$ cat src/rtl/div_sched_pkg.sv
// Shared definitions for the dual-slot divider scheduler: FSM encoding,
// divider handshake levels and the double-width HI/LO result bus.
package div_sched_pkg;

    localparam int DIV_DATA_W = 32;

    typedef enum logic [1:0] {
        DS_IDLE = 2'd0,
        DS_RUN0 = 2'd1,
        DS_RUN1 = 2'd2,
        DS_DONE = 2'd3
    } ds_state_e;

    localparam logic DivStart          = 1'b1;
    localparam logic DivStop           = 1'b0;
    localparam logic DivResultReady    = 1'b1;
    localparam logic DivResultNotReady = 1'b0;

    typedef logic [2*DIV_DATA_W-1:0] DoubleRegBus;

endpackage

$ cat src/rtl/div_sched.sv
// Shares one iterative divider between the two EX issue slots: requests are
// launched oldest-first, the bundle stalls until all results are back.
module div_sched
    import div_sched_pkg::*;
#(
    parameter int DATA_W = DIV_DATA_W
) (
    input  logic                clk,
    input  logic                rst,
    input  logic                flush_i,
    input  logic                stall_i,
    input  logic                req0_i,
    input  logic                signed0_i,
    input  logic [DATA_W-1:0]   opa0_i,
    input  logic [DATA_W-1:0]   opb0_i,
    input  logic                req1_i,
    input  logic                signed1_i,
    input  logic [DATA_W-1:0]   opa1_i,
    input  logic [DATA_W-1:0]   opb1_i,
    output logic                div_start_o,
    output logic                div_signed_o,
    output logic [DATA_W-1:0]   div_opdata1_o,
    output logic [DATA_W-1:0]   div_opdata2_o,
    output logic                div_annul_o,
    input  logic [2*DATA_W-1:0] div_result_i,
    input  logic                div_ready_i,
    output logic                stallreq0_o,
    output logic                stallreq1_o,
    output logic [2*DATA_W-1:0] res0_o,
    output logic [2*DATA_W-1:0] res1_o,
    output logic                valid0_o,
    output logic                valid1_o
);

    localparam int RES_W = 2 * DATA_W;

    // Division by zero bypasses the divider: remainder = dividend, quotient = 0.
    function automatic logic [RES_W-1:0] zero_div_result(input logic [DATA_W-1:0] opa);
        return {opa, {DATA_W{1'b0}}};
    endfunction

    ds_state_e         state_q, state_d;
    logic [1:0]        pend_q, pend_d;
    logic [1:0]        done_q, done_d;
    logic              launched_q, launched_d;
    logic [1:0]        req_v, lat_en, res_en;
    logic [DATA_W-1:0] opa_w [2];
    logic [DATA_W-1:0] opb_w [2];
    logic              sgn_w [2];
    logic [RES_W-1:0]  res_w [2];
    logic [RES_W-1:0]  res_val;
    logic              in_run, cur, cur_zero, finish, stall_all;

    assign req_v    = {req1_i, req0_i};
    assign in_run   = (state_q == DS_RUN0) || (state_q == DS_RUN1);
    assign cur      = (state_q == DS_RUN1);
    assign cur_zero = (opb_w[cur] == '0);
    assign finish   = in_run && (cur_zero || (launched_q && (div_ready_i == DivResultReady)));
    assign res_val  = cur_zero ? zero_div_result(opa_w[cur]) : div_result_i;

    assign div_start_o   = (rst && !flush_i && in_run && !launched_q && !cur_zero) ? DivStart : DivStop;
    assign div_annul_o   = rst && flush_i && in_run && launched_q && (div_ready_i == DivResultNotReady);
    assign div_signed_o  = in_run ? sgn_w[cur] : 1'b0;
    assign div_opdata1_o = in_run ? opa_w[cur] : '0;
    assign div_opdata2_o = in_run ? opb_w[cur] : '0;

    assign stall_all   = !flush_i && ((state_q == DS_IDLE) ? (|req_v) : in_run);
    assign stallreq0_o = stall_all;
    assign stallreq1_o = stall_all;
    assign valid0_o    = !flush_i && (state_q == DS_DONE) && pend_q[0] && done_q[0];
    assign valid1_o    = !flush_i && (state_q == DS_DONE) && pend_q[1] && done_q[1];
    assign res0_o      = res_w[0];
    assign res1_o      = res_w[1];

    always_comb begin
        state_d    = state_q;
        pend_d     = pend_q;
        done_d     = done_q;
        launched_d = launched_q;
        lat_en     = '0;
        res_en     = '0;
        if (flush_i) begin
            state_d    = DS_IDLE;
            pend_d     = '0;
            done_d     = '0;
            launched_d = 1'b0;
        end else begin
            case (state_q)
                DS_IDLE: begin
                    if (|req_v) begin
                        lat_en  = req_v;
                        pend_d  = req_v;
                        done_d  = '0;
                        state_d = req0_i ? DS_RUN0 : DS_RUN1;
                    end
                end
                DS_RUN0, DS_RUN1: begin
                    if (div_start_o == DivStart) launched_d = 1'b1;
                    if (finish) begin
                        res_en[cur] = 1'b1;
                        done_d[cur] = 1'b1;
                        launched_d  = 1'b0;
                        state_d     = (state_q == DS_RUN0 && pend_q[1]) ? DS_RUN1 : DS_DONE;
                    end
                end
                DS_DONE: begin
                    // The same instructions stay visible while held, so requests are not re-sampled here.
                    if (!stall_i) begin
                        state_d = DS_IDLE;
                        pend_d  = '0;
                        done_d  = '0;
                    end
                end
                default: state_d = DS_IDLE;
            endcase
        end
    end

    always_ff @(posedge clk) begin
        if (!rst) begin
            state_q    <= DS_IDLE;
            pend_q     <= '0;
            done_q     <= '0;
            launched_q <= 1'b0;
        end else begin
            state_q    <= state_d;
            pend_q     <= pend_d;
            done_q     <= done_d;
            launched_q <= launched_d;
        end
    end

    for (genvar g = 0; g < 2; g++) begin : g_slot
        logic [DATA_W-1:0] opa_q, opb_q, opa_sel, opb_sel;
        logic              sgn_q, sgn_sel;
        logic [RES_W-1:0]  res_q;

        assign opa_sel = (g == 0) ? opa0_i    : opa1_i;
        assign opb_sel = (g == 0) ? opb0_i    : opb1_i;
        assign sgn_sel = (g == 0) ? signed0_i : signed1_i;

        always_ff @(posedge clk) begin
            if (lat_en[g]) begin
                opa_q <= opa_sel;
                opb_q <= opb_sel;
                sgn_q <= sgn_sel;
            end
        end

        always_ff @(posedge clk) begin
            if (!rst) res_q <= '0;
            else if (res_en[g]) res_q <= res_val;
        end

        assign opa_w[g] = opa_q;
        assign opb_w[g] = opb_q;
        assign sgn_w[g] = sgn_q;
        assign res_w[g] = res_q;
    end

endmodule

$ cat config.mk
export PLATFORM = sky130hd
export DESIGN_NAME = div_sched
export DESIGN_NICKNAME = d
export VERILOG_FILES = /design/src/rtl/div_sched_pkg.sv /design/src/rtl/div_sched.sv
export SDC_FILE = /design/constraint.sdc
export NUM_CORES = 1
export LEC_CHECK = 0
export ABC_AREA = 0
export BUFFER_PORTS_ARGS = -buffer_cell sky130_fd_sc_hd__buf_4
export CAP_MARGIN = 5
export CORE_AREA = 2 2 118 234
export CTS_CLUSTER_SIZE = 14
export DETAILED_ROUTE_END_ITERATION = 6
export DIE_AREA = 0 0 120 236
export HOLD_SLACK_MARGIN = 0.05
export PLACE_DENSITY = 0.7
export SYNTH_ARGS = -nofsm -noshare
export SYNTH_HDL_FRONTEND = slang
export SYNTH_SLANG_ARGS = --single-unit
$ cat constraint.sdc
create_clock -name clk -period 12.9 [get_ports clk]
set_input_delay 2.58 -clock clk [delete_from_list [all_inputs] [get_ports clk]]
set_output_delay 2.58 -clock clk [all_outputs]
set_load 0.02 [all_outputs]
==> results.json, run 1 <==
{
  "pwr_density_cell_mw_per_mm2": 135,
  "number_of_synthesized_flops_with_an_enable_pin": 130,
  "synth.ff_latch_count": 265,
  "unrepaired_setup_endpoints_after_global_routing": "no",
  "cp.arrival_ns": 3.99,
  "n_fill_cell": 2219,
  "path_class": "input port to primary output",
  "final_design_area_no_fill_mm2": 0.0146,
  "timing.critical_path.from_type": "input port",
  "maxCapViolations": 0,
  "slowest_stage": "sky130_fd_sc_hd__a2111oi_0",
  "worst_clock_skew_ns": 0.0152,
  "final_hold_viol_count": 0,
  "fp.dieW_um": 120,
  "yosysTopAreaCellShare_pct": 37.4,
  "outcome": "complete, no violations",
  "detail_route.drc_violations": 0,
  "layout.core_utilization_pct": 54.8,
  "layout_worst_path_cycle_share_pct": 50.9,
  "crit-reg2reg-launch": "state_q[0]$_SDFFE_PP0P_",
  "design.final.nets": 1396,
  "post-synth-top-count-cell": "sky130_fd_sc_hd__dfxtp_1",
  "place_congestion": 0.848,
  "die_area_mm2": 0.0283,
  "drt_pre_antenna_iters": 5,
  "worst_setup_hold_path_clk_slew_ns": 0.07,
  "total_number_of_h_tree_levels": 1,
  "r2r_end": "res0_o[0]$_SDFFE_PN0P_",
  "grt_usage_pct": 22.9,
  "ys_async_sr_fraction_pct": 0,
  "cts_setup_buffers": 0,
  "reg2reg_depth": 9,
  "cts_buffers": 25,
  "synth_net_count": 1016,
  "p_leak_uw": 0.00584,
  "number_of_global_route_vias_before_repair": 8795,
  "largest_net_degree_at_the_start_of_global_routing": 70,
  "post_synth.cell_area_avg_um2": 12.9,
  "dpl_cell_area_mm2": 0.0138,
  "synthDistinctLibCells": 40,
  "clock_sink_count": 265,
  "instances_no_fill": 1558,
  "worst_ir_drop_on_vdd_v": 0.000137,
  "io_buffer_count": 399,
  "drtAntennaViolNets": 0,
  "drive_above_1_share_pct": 41.4,
  "maximum_single_stage_delay_on_the_critical_path_ns": 0.48,
  "ctsHoldBuffers": 0,
  "drt_first_iter_violations": 516,
  "initial_utilization_pct": 39.1,
  "ff2ff_setup_slack_ns": 9.11,
  "critPathMaxFanout": 39,
  "netlist_instances": 811,
  "critical-path-top-cell-by-count": "sky130_fd_sc_hd__buf_4",
  "die_height_um": 236,
  "post_detailed_routing_wire_length_um": 33500,
  "synth_flop_cell": "sky130_fd_sc_hd__dfxtp_1",
  "grt_pass1_wl_um": 50400,
  "num_rows": 85,
  "top_level_ports": 400,
  "floorplan.core_area_mm2": 0.0267,
  "yosys-top-cells-count": "sky130_fd_sc_hd__dfxtp_1, sky130_fd_sc_hd__edfxtp_1, sky130_fd_sc_hd__nor2_1",
  "max_slew_margin_pct": 24.8,
  "post_cts_resize_count": 0,
  "finalMaxSlewViolations": 0,
  "dpl.hpwl_um": 23000,
  "post_place_cells": 1512,
  "holdWs_ns": 0.472,
  "most_area_consuming_cells_after_synthesis": "sky130_fd_sc_hd__edfxtp_1, sky130_fd_sc_hd__dfxtp_1, sky130_fd_sc_hd__mux2i_1",
  "worst_setup_path_startpoint": "rst",
  "synth.yosys.warnings": 0,
  "min_period_ns": 6.57,
  "setup-violations-final": 0,
  "seq_total_area_yosys_pct": 63.4,
  "setup-tns-final_ns": 0,
  "max_clock_freq_mhz": 152,
  "synthesized_cell_area_mm2": 0.0104,
  "vias": 8407,
  "crit_path_cell_trace": "buf_4 > nand2b_1 > a2111oi_0 > buf_4",
  "antenna_violations_before_repair": 1,
  "clk_root_buffer_cell": "sky130_fd_sc_hd__clkbuf_16",
  "post_drt_via_cell_ratio": 5.40,
  "cts_max_path_buffers": 3,
  "count_of_inserted_antenna_diode_cells": 0,
  "timing_worst_slew_pin_value_ns": 1.13,
  "worstPathRequired_ns": 10.32,
  "synth.largest_area_cell": "sky130_fd_sc_hd__edfxtp_1",
  "syn_to_final_growth_pct": 40.3,
  "cts_tree": "done",
  "critical_path.endpoint": "div_start_o",
  "grt.overflow.total": 0,
  "wl_per_cell_um": 21.5,
  "timing.hold.worst.class": "register to register",
  "crit_path_end_kind": "primary output",
  "clock_insertion_delay_worst_skew_ns": 0.54
}
## worst min path at each step
stage	cells after the start	end	start	slack, ns
final	2	res1_o[60]$_SDFFE_PN0P_	res1_o[60]$_SDFFE_PN0P_	0.47
after global routing	1	res1_o[13]$_SDFFE_PN0P_	res1_o[13]$_SDFFE_PN0P_	0.49
after CTS	2	res1_o[55]$_SDFFE_PN0P_	res1_o[55]$_SDFFE_PN0P_	0.47
after detailed placement	2	res1_o[55]$_SDFFE_PN0P_	res1_o[55]$_SDFFE_PN0P_	0.45
after global placement	2	res1_o[32]$_SDFFE_PN0P_	res1_o[32]$_SDFFE_PN0P_	0.45
after floorplan	2	done_q[1]$_SDFFE_PP0P_	done_q[1]$_SDFFE_PP0P_	0.44
## area by class of cell
| type | count | area, um^2 | area share [%] |
|---|---|---|---|
| clock inverter | 9 | 126 | 0.864 |
| sequential | 265 | 6610 | 45.2 |
| tap | 348 | 435 | 2.98 |
| multi-input combinational | 480 | 3600 | 24.6 |
| timing repair buffer | 416 | 3120 | 21.3 |
| inverter | 3 | 11.3 | 0.0770 |
| clock buffer | 37 | 731 | 4.99 |
## placed cells by master (no fill, tap or decap), drive strengths merged, types with 8 or more instances in the layout
cell    netlist  final
dfxtp       135    135
o221ai       64     64
nand2         8      8
nor2b        67     67
edfxtp      130    130
nor2         76     76
a22o         64     64
clkbuf       33     37
buf          30    416
nor4         16     16
a21oi        69     69
mux2i        68     68
## power breakdown
part | internal, uW | total (uW) | switching, uW | leakage, uW
Sequential | 917 | 933 | 16.2 | 0.00230
Clock | 453 | 772 | 320 | 0.000421
Combinational | 120 | 270 | 150 | 0.00312
## cell families (layout without fill, tap and decap cells)
group / Yosys count / after routing / synth area share (%)
flip-flops: 265 / 265 / 63.4
AO/OA/AOI/OAI: 215 / 215 / 17.2
AND/OR/NAND/NOR: 193 / 193 / 9.56
multiplexers: 68 / 68 / 6.53
buffers and inverters: 66 / 465 / 2.87
adder cells (fa/ha/maj): 4 / 4 / 0.480
## registers in the layout, summed over array words and instances, names as in the netlist, named ones only
signal	cells
state_q	2
pend_q	2
res1_o	64
done_q	1
g_slot.opa_q	64
g_slot.opb_q	64
g_slot.sgn_q	2
launched_q	1
res0_o	64
## worst max-delay path, delay by kind of cell
kind | cells | cell delay, ns
AOI/OAI and AO/OA | 1 | 0.48
and+or+nand+nor | 1 | 0.25
buffers and inverters | 2 | 0.66
## layer usage
metal / vias to the layer above / GRT usage (%) / share of wire, %
met5: - / 0 / 0.048
met4: 2 / 8.20 / 2.9
met3: 66 / 6.43 / 8.7
met2: 412 / 38.7 / 49
met1: 4080 / 27.7 / 39
li1: 3847 / - / -
## through the flow
stage                     setup slack (ns)  total power, uW
final                                 6.33             1980
after global placement                6.43             1220
after detailed placement              6.31             1220
after CTS                             6.29             2000
after floorplan                       6.43             1090
after global routing                  6.18             2050
No activity file was read; power rests on OpenSTA's default activity.
==> run 2: changes to the inputs <==
==> constraint.sdc (replaced) <==
create_clock -name clk -period 6.55 [get_ports clk]
set_input_delay 1.31 -clock clk [delete_from_list [all_inputs] [get_ports clk]]
set_output_delay 1.31 -clock clk [all_outputs]
set_load 0.02 [all_outputs]
==> results.json, run 2 (synthesized netlist as in run 1, its figures left out) <==
{
  "outcome": "complete, no violations",
  "n_fill_cell": 2289,
  "setup-violations-final": 0,
  "post_detailed_routing_wire_length_um": 33700,
  "max_clock_freq_mhz": 233,
  "met3WireLength_um": 3170,
  "critPathMaxFanout": 51,
  "final_design_area_no_fill_mm2": 0.0146,
  "p_leak_uw": 0.00581,
  "io_buffer_count": 399,
  "worst_clock_skew_ns": 0.0127,
  "post_cts_resize_count": 0,
  "detail_route.drc_violations": 0,
  "min_period_ns": 4.30,
  "initial_utilization_pct": 39.1,
  "clock_insertion_delay_worst_skew_ns": 0.53,
  "cts_tree": "done",
  "cts_setup_buffers": 0,
  "worst_setup_hold_path_clk_slew_ns": 0.06,
  "vias": 8430,
  "timing.hold.worst.class": "register to register",
  "worst_ir_drop_on_vdd_v": 0.000241,
  "mostFrequentLayoutCell": "sky130_fd_sc_hd__buf_4",
  "wl_per_cell_um": 21.6,
  "met1_length_um": 12900,
  "total_number_of_h_tree_levels": 1,
  "die_area_mm2": 0.0283,
  "design.final.nets": 1396,
  "antenna_violations_before_repair": 1,
  "dpl_cell_area_mm2": 0.0138,
  "setup-tns-final_ns": 0,
  "die_height_um": 236,
  "layout_common_cells": "sky130_fd_sc_hd__buf_4, sky130_fd_sc_hd__dfxtp_1, sky130_fd_sc_hd__edfxtp_1",
  "pwr_density_cell_mw_per_mm2": 260,
  "worstPathRequired_ns": 5.24,
  "drt_first_iter_violations": 499,
  "grt_pass1_wl_um": 50600,
  "number_of_global_route_vias_before_repair": 8773,
  "cts_buffers": 25,
  "grt.overflow.total": 0,
  "crit_path_end_kind": "primary output",
  "drt_pre_antenna_iters": 5,
  "timing.critical_path.from_type": "register",
  "timing_worst_slew_pin_value_ns": 1.03,
  "maxCapViolations": 0,
  "layout_worst_path_cycle_share_pct": 65.6,
  "path_class": "register to primary output",
  "drive_above_1_share_pct": 41.0,
  "max_slew_margin_pct": 31.2,
  "cts_max_path_buffers": 3,
  "cp.arrival_ns": 2.99,
  "clock_sink_count": 265,
  "met2_routed_wl_um": 16700,
  "ctsHoldBuffers": 0,
  "place_congestion": 0.823,
  "fp.dieW_um": 120,
  "floorplan.core_area_mm2": 0.0267,
  "unrepaired_setup_endpoints_after_global_routing": "no",
  "num_rows": 85,
  "post_drt_via_cell_ratio": 5.41,
  "finalMaxSlewViolations": 0,
  "syn_to_final_growth_pct": 39.6,
  "drtAntennaViolNets": 0,
  "dpl.hpwl_um": 23300,
  "top_layer": "met5",
  "largest_net_degree_at_the_start_of_global_routing": 52,
  "top_level_ports": 400,
  "count_of_inserted_antenna_diode_cells": 0,
  "clk_root_buffer_cell": "sky130_fd_sc_hd__clkbuf_16",
  "final_hold_viol_count": 0,
  "grt_usage_pct": 23.0
}
[run 2: changes by cell type in the layout (fill, tap and decap cells not counted), sizes merged]
cell,delta
inv,-1
clkbuf,-2
bufinv,-2
clkinv,+4
[run 2: critical path: stages (launching register included)]
cell,delay (ns)
sky130_fd_sc_hd__dfxtp_1,0.41
sky130_fd_sc_hd__inv_1,0.11
sky130_fd_sc_hd__ha_2,0.65
sky130_fd_sc_hd__buf_4,0.51
sky130_fd_sc_hd__nand2b_1,0.09
sky130_fd_sc_hd__a2111oi_0,0.38
sky130_fd_sc_hd__buf_4,0.25
[run 2: path summary, 6_finish.rpt]
kind,start,to,slack (ns),cells after the start
setup / recovery,state_q[1]$_SDFFE_PP0P_,div_start_o,2.25,6
hold / removal,res1_o[60]$_SDFFE_PN0P_,res1_o[60]$_SDFFE_PN0P_,0.47,2
setup reg to reg,state_q[1]$_SDFFE_PP0P_,res0_o[3]$_SDFFE_PN0P_,2.69,9
hold reg to reg,res1_o[60]$_SDFFE_PN0P_,res1_o[60]$_SDFFE_PN0P_,0.47,2
[run 2: area by class of cell]
| cell class | instances | area [um^2] | area share (%) |
|---|---|---|---|
| Clock inverter | 10 | 72.6 | 0.498 |
| Clock buffer | 35 | 714 | 4.91 |
| Tap cell | 348 | 435 | 2.99 |
| Timing Repair Buffer | 416 | 3120 | 21.4 |
| Inverter | 3 | 11.3 | 0.0773 |
| Sequential cell | 265 | 6610 | 45.4 |
| Multi-Input combinational cell | 480 | 3600 | 24.7 |
[run 2: per-stage QoR]
stage	cells	util, %	hold WS [ns]	total power, uW	setup slack [ns]
3_3_place_gp	1512	51.6	0.448	2400	2.63
4_1_cts	1557	54.5	0.472	3820	2.23
2_1_floorplan	811	-	0.443	2140	1.96
5_1_grt	1557	54.5	0.492	3930	2.08
6_report	1557	54.5	0.469	3780	2.25
3_5_place_dp	1512	51.6	0.456	2410	2.55
[run 2: where the power goes]
| group | internal (uW) | switching (uW) |
|---|---|---|
| Clock | 798 | 615 |
| Combinational | 237 | 294 |
| Sequential | 1810 | 32.5 |
| Total | 2840 | 941 |
[run 2: per-layer routing]
| metal | vias up | GRT usage [%] |
|---|---|---|
| met5 | - | 0 |
| met4 | 2 | 7.27 |
| met3 | 63 | 6.38 |
| met2 | 427 | 39.3 |
| met1 | 4089 | 27.9 |
| li1 | 3849 | - |
==> run 3: changes to the inputs <==
==> constraint.sdc (replaced) <==
create_clock -name clk -period 4.5 [get_ports clk]
set_input_delay 0.9 -clock clk [delete_from_list [all_inputs] [get_ports clk]]
set_output_delay 0.9 -clock clk [all_outputs]
set_load 0.02 [all_outputs]
==> results.json, run 3 (synthesized netlist as in run 1, its figures left out) <==
{
  "max_clock_freq_mhz": 277,
  "die_height_um": 236,
  "count_of_inserted_antenna_diode_cells": 0,
  "cts_max_path_buffers": 3,
  "crit_path_end_kind": "primary output",
  "clock_sink_count": 265,
  "outcome": "complete, no violations",
  "drive_above_1_share_pct": 41.3,
  "path_class": "register to primary output",
  "drt_first_iter_violations": 663,
  "worst_setup_hold_path_clk_slew_ns": 0.07,
  "setup-tns-final_ns": 0,
  "timing.critical_path.from_type": "register",
  "post_cts_resize_count": 0,
  "max_slew_margin_pct": 27.1,
  "p_leak_uw": 0.00582,
  "largest_net_degree_at_the_start_of_global_routing": 40,
  "worstPathRequired_ns": 3.60,
  "mostFrequentLayoutCell": "sky130_fd_sc_hd__buf_4",
  "grt_pass1_wl_um": 51100,
  "fp.dieW_um": 120,
  "initial_utilization_pct": 39.1,
  "instances_no_fill": 1561,
  "grt_usage_pct": 23.3,
  "detail_route.drc_violations": 0,
  "timing.hold.worst.class": "register to register",
  "top_level_ports": 400,
  "total_power_uw": 5470,
  "vias": 8481,
  "post_drt_via_cell_ratio": 5.43,
  "dpl_cell_area_mm2": 0.0138,
  "post_detailed_routing_wire_length_um": 33900,
  "dpl.hpwl_um": 23800,
  "worst_ir_drop_on_vdd_v": 0.000344,
  "layout.core_utilization_pct": 54.6,
  "drt_pre_antenna_iters": 5,
  "layout_common_cells": "sky130_fd_sc_hd__buf_4, sky130_fd_sc_hd__dfxtp_1, sky130_fd_sc_hd__edfxtp_1",
  "layout_worst_path_cycle_share_pct": 80.3,
  "finalMaxSlewViolations": 0,
  "setup-violations-final": 0,
  "io_buffer_count": 399,
  "cts_tree": "done",
  "floorplan.core_area_mm2": 0.0267,
  "antenna_violations_before_repair": 0,
  "post_place_cells": 1515,
  "critPathMaxFanout": 38,
  "num_rows": 85,
  "cts_setup_buffers": 0,
  "grt.overflow.total": 0,
  "final_hold_viol_count": 0,
  "maxCapViolations": 0,
  "timing_worst_slew_pin_value_ns": 1.09,
  "final_design_area_no_fill_mm2": 0.0146,
  "clk_root_buffer_cell": "sky130_fd_sc_hd__clkbuf_16",
  "ctsHoldBuffers": 0,
  "pwr_density_cell_mw_per_mm2": 375,
  "number_of_global_route_vias_before_repair": 8941,
  "cts_buffers": 25,
  "place_congestion": 0.889,
  "drtAntennaViolNets": 0,
  "wl_per_cell_um": 21.7,
  "min_period_ns": 3.61,
  "worst_clock_skew_ns": 0.0109,
  "syn_to_final_growth_pct": 39.7,
  "cp.arrival_ns": 2.71,
  "design.final.nets": 1399,
  "n_fill_cell": 2262,
  "total_number_of_h_tree_levels": 1,
  "clock_insertion_delay_worst_skew_ns": 0.53,
  "unrepaired_setup_endpoints_after_global_routing": "no",
  "die_area_mm2": 0.0283
}
==> run 3: layout make-up <==
class,instances,area (um^2),share of cell area (%)
Timing Repair Buffer,419,3150,21.6
Clock inverter,9,52.6,0.361
Clock buffer,37,721,4.95
Tap cell,348,435,2.99
Sequential cell,265,6610,45.3
Inverter,3,11.3,0.0773
Multi-Input combinational cell,480,3600,24.7
==> run 3: worst paths after layout <==
check | slack (ns) | startpoint | to | cells past startpoint
setup / recovery | 0.89 | state_q[1]$_SDFFE_PP0P_ | div_opdata1_o[29] | 5
setup reg to reg | 1.21 | state_q[1]$_SDFFE_PP0P_ | res0_o[54]$_SDFFE_PN0P_ | 8
hold reg to reg | 0.47 | res1_o[61]$_SDFFE_PN0P_ | res1_o[61]$_SDFFE_PN0P_ | 2
hold / removal | 0.47 | res1_o[61]$_SDFFE_PN0P_ | res1_o[61]$_SDFFE_PN0P_ | 2
==> run 3: critical path, stage by stage, from the launching register on <==
cell,delay (ns)
sky130_fd_sc_hd__dfxtp_1,0.41
sky130_fd_sc_hd__inv_1,0.10
sky130_fd_sc_hd__ha_2,0.73
sky130_fd_sc_hd__buf_4,0.49
sky130_fd_sc_hd__nor2b_1,0.26
sky130_fd_sc_hd__buf_4,0.18
==> run 3: through the flow <==
stage               hold slack [ns]  setup slack [ns]
global route                  0.488             0.749
CTS                           0.474             0.860
global placement              0.450              1.34
floorplan                     0.443             0.319
detailed placement            0.456              1.22
finish                        0.469             0.885
==> run 3: power breakdown <==
| group | internal, uW | leakage [uW] | switching (uW) | total [uW] |
|---|---|---|---|---|
| clock | 1110 | 0.000380 | 902 | 2010 |
| sequential | 2630 | 0.00230 | 48.2 | 2680 |
| combinational | 348 | 0.00314 | 432 | 780 |
| total | 4090 | 0.00582 | 1380 | 5470 |
==> run 3: layer usage <==
metal | track usage [%] | part of all wire [%]
met1 | 27.5 | 38
met2 | 39.6 | 50
met3 | 5.88 | 8.4
met4 | 10.0 | 3.7
met5 | 0 | 0
